## src/rtl/apb_master_ctrl_pkg.sv

```systemverilog
`default_nettype none
// ============================================================================
//  Module      : apb_master_ctrl_pkg
//  Description : Shared types and defaults for the APB3 requester: FSM state
//                encoding, default bus widths and wait-counter sizing helper.
//  Revision    : 1.0 - initial release
// ============================================================================
package apb_master_ctrl_pkg;

    localparam int c_ADDR_W_DEF  = 8;
    localparam int c_DATA_W_DEF  = 32;
    localparam int c_TIMEOUT_DEF = 16;

    typedef enum logic [1:0] {
        ST_IDLE   = 2'd0,
        ST_SETUP  = 2'd1,
        ST_ACCESS = 2'd2
    } state_t;

    // Wait counter must hold the value TIMEOUT itself; keep at least one bit
    // so that TIMEOUT=0 (wait forever) still yields a legal vector.
    function automatic int cnt_width(input int timeout);
        return (timeout < 1) ? 1 : $clog2(timeout + 1);
    endfunction

endpackage
`default_nettype wire

```

## src/rtl/apb_master_ctrl_if.sv

```systemverilog
`default_nettype none
// ============================================================================
//  Module      : apb_master_ctrl_if
//  Description : Command/response port plus APB3 requester bus. The master
//                modport is the controller's view; slave is the view of the
//                environment (command source and APB completer).
//  Revision    : 1.0 - initial release
// ============================================================================
interface apb_master_ctrl_if #(
    parameter int ADDR_W = 8,
    parameter int DATA_W = 32
) ();
    // command / response side
    logic              cmd_valid;
    logic              cmd_ready;
    logic              cmd_write;
    logic [ADDR_W-1:0] cmd_addr;
    logic [DATA_W-1:0] cmd_wdata;
    logic              rsp_valid;
    logic [DATA_W-1:0] rsp_rdata;
    logic              rsp_err;
    // APB side
    logic [ADDR_W-1:0] PADDR;
    logic              PSEL;
    logic              PENABLE;
    logic              PWRITE;
    logic [DATA_W-1:0] PWDATA;
    logic [DATA_W-1:0] PRDATA;
    logic              PREADY;
    logic              PSLVERR;

    modport master (
        input  cmd_valid, cmd_write, cmd_addr, cmd_wdata,
        output cmd_ready, rsp_valid, rsp_rdata, rsp_err,
        output PADDR, PSEL, PENABLE, PWRITE, PWDATA,
        input  PRDATA, PREADY, PSLVERR
    );

    modport slave (
        output cmd_valid, cmd_write, cmd_addr, cmd_wdata,
        input  cmd_ready, rsp_valid, rsp_rdata, rsp_err,
        input  PADDR, PSEL, PENABLE, PWRITE, PWDATA,
        output PRDATA, PREADY, PSLVERR
    );
endinterface
`default_nettype wire

```

## src/rtl/apb_master_ctrl.sv

```systemverilog
`default_nettype none
// ============================================================================
//  Module      : apb_master_ctrl
//  Description : APB3 requester. Turns valid/ready commands into SETUP/ACCESS
//                transfers, returns one response pulse per command and aborts
//                a stalled completer after TIMEOUT wait cycles (0 = never).
//                Every output is driven straight from a flop.
//  Revision    : 1.0 - initial release
// ============================================================================
module apb_master_ctrl
    import apb_master_ctrl_pkg::*;
#(
    parameter int ADDR_W  = c_ADDR_W_DEF,
    parameter int DATA_W  = c_DATA_W_DEF,
    parameter int TIMEOUT = c_TIMEOUT_DEF
) (
    input  wire logic        PCLK,
    input  wire logic        PRESETn,
    apb_master_ctrl_if.master bus
);

    localparam int               c_CNT_W     = cnt_width(TIMEOUT);
    localparam logic [c_CNT_W-1:0] c_CNT_LIMIT = c_CNT_W'(TIMEOUT);
    localparam logic [c_CNT_W-1:0] c_CNT_MAX   = {c_CNT_W{1'b1}};
    localparam logic             c_TMO_EN    = (TIMEOUT != 0);

    state_t              r_state,     w_state_nxt;
    logic [c_CNT_W-1:0]  r_cnt,       w_cnt_nxt;
    logic                r_cmd_ready, w_cmd_ready_nxt;
    logic                r_psel,      w_psel_nxt;
    logic                r_penable,   w_penable_nxt;
    logic                r_pwrite,    w_pwrite_nxt;
    logic [ADDR_W-1:0]   r_paddr,     w_paddr_nxt;
    logic [DATA_W-1:0]   r_pwdata,    w_pwdata_nxt;
    logic                r_rsp_valid, w_rsp_valid_nxt;
    logic [DATA_W-1:0]   r_rsp_rdata, w_rsp_rdata_nxt;
    logic                r_rsp_err,   w_rsp_err_nxt;
    logic                w_timeout;

    assign w_timeout = c_TMO_EN && (r_cnt == c_CNT_LIMIT);

    // Next-state and next-output decode; everything holds unless a transition
    // says otherwise, rsp_valid defaults low so it can only pulse.
    always_comb begin
        w_state_nxt     = r_state;
        w_cnt_nxt       = r_cnt;
        w_cmd_ready_nxt = r_cmd_ready;
        w_psel_nxt      = r_psel;
        w_penable_nxt   = r_penable;
        w_pwrite_nxt    = r_pwrite;
        w_paddr_nxt     = r_paddr;
        w_pwdata_nxt    = r_pwdata;
        w_rsp_valid_nxt = 1'b0;
        w_rsp_rdata_nxt = r_rsp_rdata;
        w_rsp_err_nxt   = r_rsp_err;
        case (r_state)
            ST_IDLE: begin
                if (bus.cmd_valid && r_cmd_ready) begin
                    w_state_nxt     = ST_SETUP;
                    w_cnt_nxt       = '0;
                    w_cmd_ready_nxt = 1'b0;
                    w_psel_nxt      = 1'b1;
                    w_penable_nxt   = 1'b0;
                    w_pwrite_nxt    = bus.cmd_write;
                    w_paddr_nxt     = bus.cmd_addr;
                    w_pwdata_nxt    = bus.cmd_wdata;
                end
            end
            ST_SETUP: begin
                w_state_nxt   = ST_ACCESS;
                w_penable_nxt = 1'b1;
            end
            ST_ACCESS: begin
                // A ready completer wins over a timeout landing in the same cycle.
                if (bus.PREADY) begin
                    w_state_nxt     = ST_IDLE;
                    w_cmd_ready_nxt = 1'b1;
                    w_psel_nxt      = 1'b0;
                    w_penable_nxt   = 1'b0;
                    w_rsp_valid_nxt = 1'b1;
                    w_rsp_err_nxt   = bus.PSLVERR;
                    w_rsp_rdata_nxt = r_pwrite ? '0 : bus.PRDATA;
                end else if (w_timeout) begin
                    w_state_nxt     = ST_IDLE;
                    w_cmd_ready_nxt = 1'b1;
                    w_psel_nxt      = 1'b0;
                    w_penable_nxt   = 1'b0;
                    w_rsp_valid_nxt = 1'b1;
                    w_rsp_err_nxt   = 1'b1;
                    w_rsp_rdata_nxt = '0;
                end else if (r_cnt != c_CNT_MAX) begin
                    w_cnt_nxt = r_cnt + c_CNT_W'(1);
                end
            end
            default: begin
                w_state_nxt     = ST_IDLE;
                w_cmd_ready_nxt = 1'b1;
                w_psel_nxt      = 1'b0;
                w_penable_nxt   = 1'b0;
            end
        endcase
    end

    // State and output registers; asynchronous reset returns the bus to idle.
    always_ff @(posedge PCLK or negedge PRESETn) begin
        if (!PRESETn) begin
            r_state     <= ST_IDLE;
            r_cnt       <= '0;
            r_cmd_ready <= 1'b1;
            r_psel      <= 1'b0;
            r_penable   <= 1'b0;
            r_pwrite    <= 1'b0;
            r_paddr     <= '0;
            r_pwdata    <= '0;
            r_rsp_valid <= 1'b0;
            r_rsp_rdata <= '0;
            r_rsp_err   <= 1'b0;
        end else begin
            r_state     <= w_state_nxt;
            r_cnt       <= w_cnt_nxt;
            r_cmd_ready <= w_cmd_ready_nxt;
            r_psel      <= w_psel_nxt;
            r_penable   <= w_penable_nxt;
            r_pwrite    <= w_pwrite_nxt;
            r_paddr     <= w_paddr_nxt;
            r_pwdata    <= w_pwdata_nxt;
            r_rsp_valid <= w_rsp_valid_nxt;
            r_rsp_rdata <= w_rsp_rdata_nxt;
            r_rsp_err   <= w_rsp_err_nxt;
        end
    end

    assign bus.cmd_ready = r_cmd_ready;
    assign bus.PSEL      = r_psel;
    assign bus.PENABLE   = r_penable;
    assign bus.PWRITE    = r_pwrite;
    assign bus.PADDR     = r_paddr;
    assign bus.PWDATA    = r_pwdata;
    assign bus.rsp_valid = r_rsp_valid;
    assign bus.rsp_rdata = r_rsp_rdata;
    assign bus.rsp_err   = r_rsp_err;

endmodule
`default_nettype wire

```

## src/flat_wrapper.sv

```systemverilog
// flat-port wrapper written by rule: the top's interface ports become plain ports
module apb_master_ctrl_flat import apb_master_ctrl_pkg::*;
#(
    parameter int ADDR_W  = c_ADDR_W_DEF,
    parameter int DATA_W  = c_DATA_W_DEF,
    parameter int TIMEOUT = c_TIMEOUT_DEF
)
  (PCLK, PRESETn, bus_cmd_valid, bus_cmd_write, bus_cmd_addr, bus_cmd_wdata, bus_cmd_ready, bus_rsp_valid, bus_rsp_rdata, bus_rsp_err, bus_PADDR, bus_PSEL, bus_PENABLE, bus_PWRITE, bus_PWDATA, bus_PRDATA, bus_PREADY, bus_PSLVERR);
  apb_master_ctrl_if #(.ADDR_W(ADDR_W), .DATA_W(DATA_W)) bus_i ();
  input  wire logic PCLK;
  input  wire logic PRESETn;
  input wire logic [$bits(bus_i.cmd_valid)-1:0] bus_cmd_valid;
  input wire logic [$bits(bus_i.cmd_write)-1:0] bus_cmd_write;
  input wire logic [$bits(bus_i.cmd_addr)-1:0] bus_cmd_addr;
  input wire logic [$bits(bus_i.cmd_wdata)-1:0] bus_cmd_wdata;
  output wire logic [$bits(bus_i.cmd_ready)-1:0] bus_cmd_ready;
  output wire logic [$bits(bus_i.rsp_valid)-1:0] bus_rsp_valid;
  output wire logic [$bits(bus_i.rsp_rdata)-1:0] bus_rsp_rdata;
  output wire logic [$bits(bus_i.rsp_err)-1:0] bus_rsp_err;
  output wire logic [$bits(bus_i.PADDR)-1:0] bus_PADDR;
  output wire logic [$bits(bus_i.PSEL)-1:0] bus_PSEL;
  output wire logic [$bits(bus_i.PENABLE)-1:0] bus_PENABLE;
  output wire logic [$bits(bus_i.PWRITE)-1:0] bus_PWRITE;
  output wire logic [$bits(bus_i.PWDATA)-1:0] bus_PWDATA;
  input wire logic [$bits(bus_i.PRDATA)-1:0] bus_PRDATA;
  input wire logic [$bits(bus_i.PREADY)-1:0] bus_PREADY;
  input wire logic [$bits(bus_i.PSLVERR)-1:0] bus_PSLVERR;
  assign bus_i.cmd_valid = bus_cmd_valid;
  assign bus_i.cmd_write = bus_cmd_write;
  assign bus_i.cmd_addr = bus_cmd_addr;
  assign bus_i.cmd_wdata = bus_cmd_wdata;
  assign bus_cmd_ready = bus_i.cmd_ready;
  assign bus_rsp_valid = bus_i.rsp_valid;
  assign bus_rsp_rdata = bus_i.rsp_rdata;
  assign bus_rsp_err = bus_i.rsp_err;
  assign bus_PADDR = bus_i.PADDR;
  assign bus_PSEL = bus_i.PSEL;
  assign bus_PENABLE = bus_i.PENABLE;
  assign bus_PWRITE = bus_i.PWRITE;
  assign bus_PWDATA = bus_i.PWDATA;
  assign bus_i.PRDATA = bus_PRDATA;
  assign bus_i.PREADY = bus_PREADY;
  assign bus_i.PSLVERR = bus_PSLVERR;
  apb_master_ctrl #(.ADDR_W(ADDR_W), .DATA_W(DATA_W), .TIMEOUT(TIMEOUT)) u_core (.PCLK(PCLK), .PRESETn(PRESETn), .bus(bus_i));
endmodule
```

## config.mk

```make
export PLATFORM = sky130hd
export DESIGN_NAME = apb_master_ctrl_flat
export DESIGN_NICKNAME = d
export VERILOG_FILES = /design/src/rtl/apb_master_ctrl_pkg.sv /design/src/rtl/apb_master_ctrl_if.sv /design/src/rtl/apb_master_ctrl.sv /design/src/flat_wrapper.sv
export SDC_FILE = /design/constraint.sdc
export NUM_CORES = 1
export LEC_CHECK = 0
export BUFFER_PORTS_ARGS = -buffer_cell sky130_fd_sc_hd__buf_2
export CAP_MARGIN = 20
export CORE_ASPECT_RATIO = 2
export CORE_MARGIN = 10
export CORE_UTILIZATION = 42
export CTS_CLUSTER_DIAMETER = 40
export DETAILED_ROUTE_END_ITERATION = 16
export GPL_ROUTABILITY_DRIVEN = 0
export GPL_TIMING_DRIVEN = 0
export PLACE_DENSITY = 0.76
export SLEW_MARGIN = 10
export SYNTH_ARGS = -nofsm -noshare
export SYNTH_HDL_FRONTEND = slang
export SYNTH_SLANG_ARGS = --single-unit
```

## constraint.sdc

```tcl
create_clock -name PCLK -period 1.9 [get_ports PCLK]
set_input_delay 0.095 -clock PCLK [delete_from_list [all_inputs] [get_ports PCLK]]
set_output_delay 0.095 -clock PCLK [all_outputs]
set_load 0.03 [all_outputs]
```

# --- Yosys cells after proc, flatten, opt, wreduce, memory -nomap -nowiden ---
# Index checks and enable logic that the tools add are counted.
totals:
  latch_bits: 0
  romBits: 0
  input_bits: 78
  wordCells: 56
  out_inout_bits: 78
  mem_count: 0
  regBits: 85
  ram_bits: 0
op_classes:
  div: 0
  mux: 25
  n_shift: 0
  mul: 0
  n_bitwise: 1
  eq_ne: 9
  reduce_logical: 9
  order_cmp: 0
  add_sub_neg: 1
op_table:
  columns: ["op", "count"]
  rows:
  - ["32-bit two-way mux", 3]
  - ["5-bit two-way mux", 4]
  - ["1-bit two-way mux", 10]
  - ["5-bit one-hot mux with 2 select lines", 1]
  - ["1-bit one-hot mux with 3 select lines", 3]
  - ["2-bit two-way mux", 3]
  - ["2-bit one-hot mux with 3 select lines", 1]
  - ["2-bit AND reduction", 3]
  - ["5-bit by 1-bit adder with 5-bit output (second input constant)", 1]
  - ["5-bit equality test (second input constant)", 1]
  - ["5-bit != test (second input constant)", 1]
  - ["5-bit AND reduction", 1]
  - ["2-bit by 1-bit != test with 1-bit output (second input constant)", 2]
  - ["2-bit != test (second input constant)", 2]
  - ["2-bit nonzero test", 2]
  - ["3-bit by 2-bit != test with 1-bit output (second input constant)", 1]
  - ["3-bit AND reduction", 1]
  - ["2-bit by 1-bit equality test with 1-bit output (second input constant)", 1]
  - ["2-bit equality test (second input constant)", 1]
  - ["2-bit logical NOT", 1]
  - ["1-bit logical AND", 1]
  - ["1-bit inverter", 1]

# --- Longest topological paths before layout ---
depth:
  word_depth: 5
  depth_mapped: 7
  mapped_depth_nobuf: 6

# --- Worst setup path before layout ---
# Ideal clock, no wire load.
synth_timing:
  path_kind: "reg-to-reg"
  startpoint: "register u_core.r_cnt[0]"
  endpoint: "register u_core.r_cnt[4]"
  stages_incl_launch_ff: 8
  period_less_slack_ns: 1.776
  t_arrival_ns: 1.689
  path_slack_ns: 0.124
  required_time_ns: 1.813
  setup_time_ns: 0.087
  path_buffers: 1
  cell_sequence: "dfrtp_1 -> ha_1 -> and3_1 -> ha_1 -> clkbuf_1 -> nand2b_1 -> or4_1 -> o211ai_1"
synth_via:
  elab_chain_cells: 5
  elab_cells_between_ends: 10
  cone_classes: "add/sub (1); eq/ne (4); mux (4); reduce/logical (1)"
synth_lines:
  columns: ["element", "line_no", "text"]
  rows:
  - ["start: declaration", "apb_master_ctrl.sv:28", "logic [c_CNT_W-1:0] r_cnt, w_cnt_nxt;"]
  - ["start signal: assignment", "apb_master_ctrl.sv:120", "r_cnt <= w_cnt_nxt;"]
  - ["5-bit by 1-bit adder with 5-bit output", "apb_master_ctrl.sv:92", "w_cnt_nxt = r_cnt + c_CNT_W'(1);"]
  - ["5-bit two-way mux", "apb_master_ctrl.sv:91", "end else if (r_cnt != c_CNT_MAX) begin"]
  - ["5-bit two-way mux", "apb_master_ctrl.sv:83", "end else if (w_timeout) begin"]
  - ["5-bit two-way mux", "apb_master_ctrl.sv:75", "if (bus.PREADY) begin"]
  - ["5-bit one-hot mux with 2 select lines", "apb_master_ctrl.sv:56", "case (r_state)"]
# Parallel ways exist; a longest one is shown, timed or not. The select of a mux whose other input is x is not followed.
# A chain may end at the register's enable or synchronous reset.

# --- Worst setup path after layout ---
layout_timing:
  startpoint: "register u_core.r_cnt[0]"
  endpoint: "register u_core.r_cnt[1]"
# The elaborated chain is that of the path after synthesis.

==> impl_metrics.yaml <==
outcome:
  status: "complete, no violations"
synthesis:
  synth_top_cell_by_area: "dfrtp_1"
  yosys.area_share.simple: 0.184
  yosysTopAreaCellShare: 0.628
  seq_area_frac_synth: 0.636
  syn_inst: 308
  synth.area.top_cells: "dfrtp_1, nand2_1, a22o_1, o211ai_1, ha_1"
  ys_ff_latch: 84
  synth-compound-area-share: 0.124
  ys_warn_count: 0
  synth_top_family_by_area: "simple AND/OR/NAND/NOR gates"
  synthMuxAreaShare: 0.00605
  syn-num-nets: 389
  synth-xor-area-share: 0
  syn-cell-area_sq_um: 3310
  syn_area_per_cell_sq_um: 10.7
  synth_adder_area_share: 0.0114
  synth.distinct_cells: 32
placed_design:
  dpl_cell_area_sq_um: 4230
  dp_hpwl_um: 7430
  io_buffers: 154
timing:
  rsz0062_at_grt: "false"
  fmax_mhz: 548
  tightest_slew_ns: 0.474
  fin_crit_ns: 1.82
  period_share: 0.960
  finClkSkew_ns: 0.00570
  hold_ws_ns: 0.0107
  slew_viol_final: 0
  hold_viol: 0
  slew-limit-headroom: 0.684
  finalSetupViolCount: 0
cts:
  postCtsSetupRepairBufs: 0
  cts_tree: "done"
  cts_htree_levels: 3
  cts_buffer_depth: 2
  cts_made_buffers: 9
  path_clk_slew_ns: 0.06
  clk_latency_ns: 0.33
  cts_sinks: 84
  root_buffer: "clkbuf_16"
routing:
  postRouteAntennaNets: 0
  drtPass1Iterations: 4
  drc: 0
  vias_per_cell: 4.91
  num_vias: 3148
  wire_per_inst_um: 16.8
  drt-total-wl_um: 10800
  drt_iter0_markers: 134
flow_run:
  maxCapViolCount: 0
power_and_ir_drop:
  p_switching_mw: 3.33
  clkPwrFrac: 0.226
  p_total_mw: 8.09
  seqPwrFrac: 0.364
  peakVddDrop_v: 0.000891
  pwr-share-comb: 0.410
  internal-power_mw: 4.76
  p_leak_nw: 2.84
  cellPowerDensity_nw_per_um2: 1550
  power_switching_share: 0.412
die:
  die_area_sq_um: 12000
  pin_count: 156
  die_x_um: 82.7
  coreArea_sq_um: 7660
  start_util: 0.432
  num_rows: 45
  die_h_um: 145
final_layout:
  final_common_cell: "buf_2"
  final_cell_mix: "buf_2, nand2_1, dfrtp_1, dlygate4sd3_1, a22o_1"
  drive_above_1_share: 0.343
  fin_util: 0.682
  nFillCells: 592
  syn_to_final_growth_pct: 58.0
  stdcell_area_sq_um: 5230
  nNetsFinal: 622
grt:
  grt_pass1_wl_um: 17100
  grt_usage: 0.179
  grt_pass1_vias: 3444
  grt_max_degree: 59
  overflow: 0
  antenna_found_initial: 2
worst_setup_path:
  cp.arrival_ns: 2.05
  worstSetupStartpointType: "register"
  r2r_slack_ns: 0.08
  critical_path_class: "reg2reg"
  end_kind: "register"
  cp_max_fo: 10
  critical_path_required_ns: 2.12
min_path:
  hp-class: "in2reg"
stage by stage:
step	TNS, ns	setup WS (ns)	std cells
5_1_grt	0	0.00263	641
6_report	0	0.0758	641
2_1_floorplan	0	0.124	308
3_5_place_dp	-0.153	-0.0714	557
4_1_cts	0	0.0819	639
3_3_place_gp	-0.0110	-0.0110	556
registers in the layout (all words and copies together) (netlist names):
name                  cells
u_core.r_state            1
u_core.r_cnt              5
u_core.bus.PSEL           1
u_core.bus.PWRITE         1
u_core.bus.PADDR          8
u_core.bus.PWDATA        32
u_core.bus.rsp_rdata     32
u_core.bus.rsp_valid      1
u_core.bus.PENABLE        1
u_core.bus.cmd_ready      1
u_core.bus.rsp_err        1
area by class of cell:
class | instances | area (sq um) | area share
Sequential cell | 84 | 2100 | 0.403
Timing Repair Buffer | 223 | 1480 | 0.284
Multi-Input combinational cell | 200 | 1080 | 0.206
Clock buffer | 9 | 225 | 0.0431
Tap cell | 94 | 118 | 0.0225
Buffer | 18 | 105 | 0.0201
Clock inverter | 6 | 90.1 | 0.0172
Inverter | 5 | 18.8 | 0.00359
Antenna cell | 2 | 5.00 | 0.000958
power groups by stage:
stage	registers (mW)	clock network, mW	logic, mW
final	2.94	1.83	3.32
after global routing	3.04	1.95	3.56
after CTS	2.93	1.86	3.34
after detailed placement	2.95	0	3.22
after global placement	2.90	0	3.15
after floorplan	4.34	0	0.692
metal layers:
metal	up-vias	track usage	part of all wire
met5	-	0	0
met1	1502	0.194	0.36
met4	0	0.0707	0.023
met2	131	0.301	0.52
li1	1497	-	-
met3	18	0.0643	0.096
cell families after synthesis:
group	after synthesis
flip-flops	84
AND/OR/NAND/NOR	146
buffers and inverters	24
multiplexers	2
adder cells (fa/ha/maj)	3
AO/OA/AOI/OAI	49
critical path: stages (launching register included):
cell,delay (ns)
dfrtp_1,0.43
ha_1,0.23
and3_1,0.16
ha_2,0.24
nand2b_1,0.16
or4_1,0.41
o311ai_1,0.09
Yosys cell counts:
cell type,instances
nor2b_1,1
clkbuf_1,8
nand2b_1,5
mux2i_1,2
dfstp_2,1
o21ai_4,1
or4b_1,1
nand4b_1,1
a21o_1,1
nor4bb_1,1
and2b_1,1
nand4bb_1,1
nand3b_1,1
a21oi_1,2
a22o_1,32
or4_1,2
o31ai_1,3
buf_2,6
o21ai_1,1
nor2_2,1
buf_4,2
o211ai_1,6
and3_1,1
nand2_1,124
inv_2,2
inv_1,3
o22ai_1,1
o311ai_1,2
buf_6,3
ha_1,3
dfrtp_1,83
nor2_1,6
worst paths after layout:
kind / startpoint / endpoint / cells past startpoint
max: u_core.r_cnt[0] / u_core.r_cnt[1] / 6
min: bus_PRDATA[11] / u_core.bus.rsp_rdata[11] / 2
max reg2reg: u_core.r_cnt[0] / u_core.r_cnt[1] / 6
min reg2reg: u_core.bus.PWDATA[29] / u_core.bus.PWDATA[29] / 2
max in group asynchronous: PRESETn / u_core.bus.PADDR[6] / 3
min in group asynchronous: PRESETn / u_core.bus.rsp_rdata[3] / 2
what timing repair did:
action | in CTS | in global routing
endpoints found under the hold margin | 93 | 0
setup endpoints to repair | 3 | 0
hold buffers | 68 | 0
resized for setup | 1 | 0
Power figures use the tool's default switching activity.
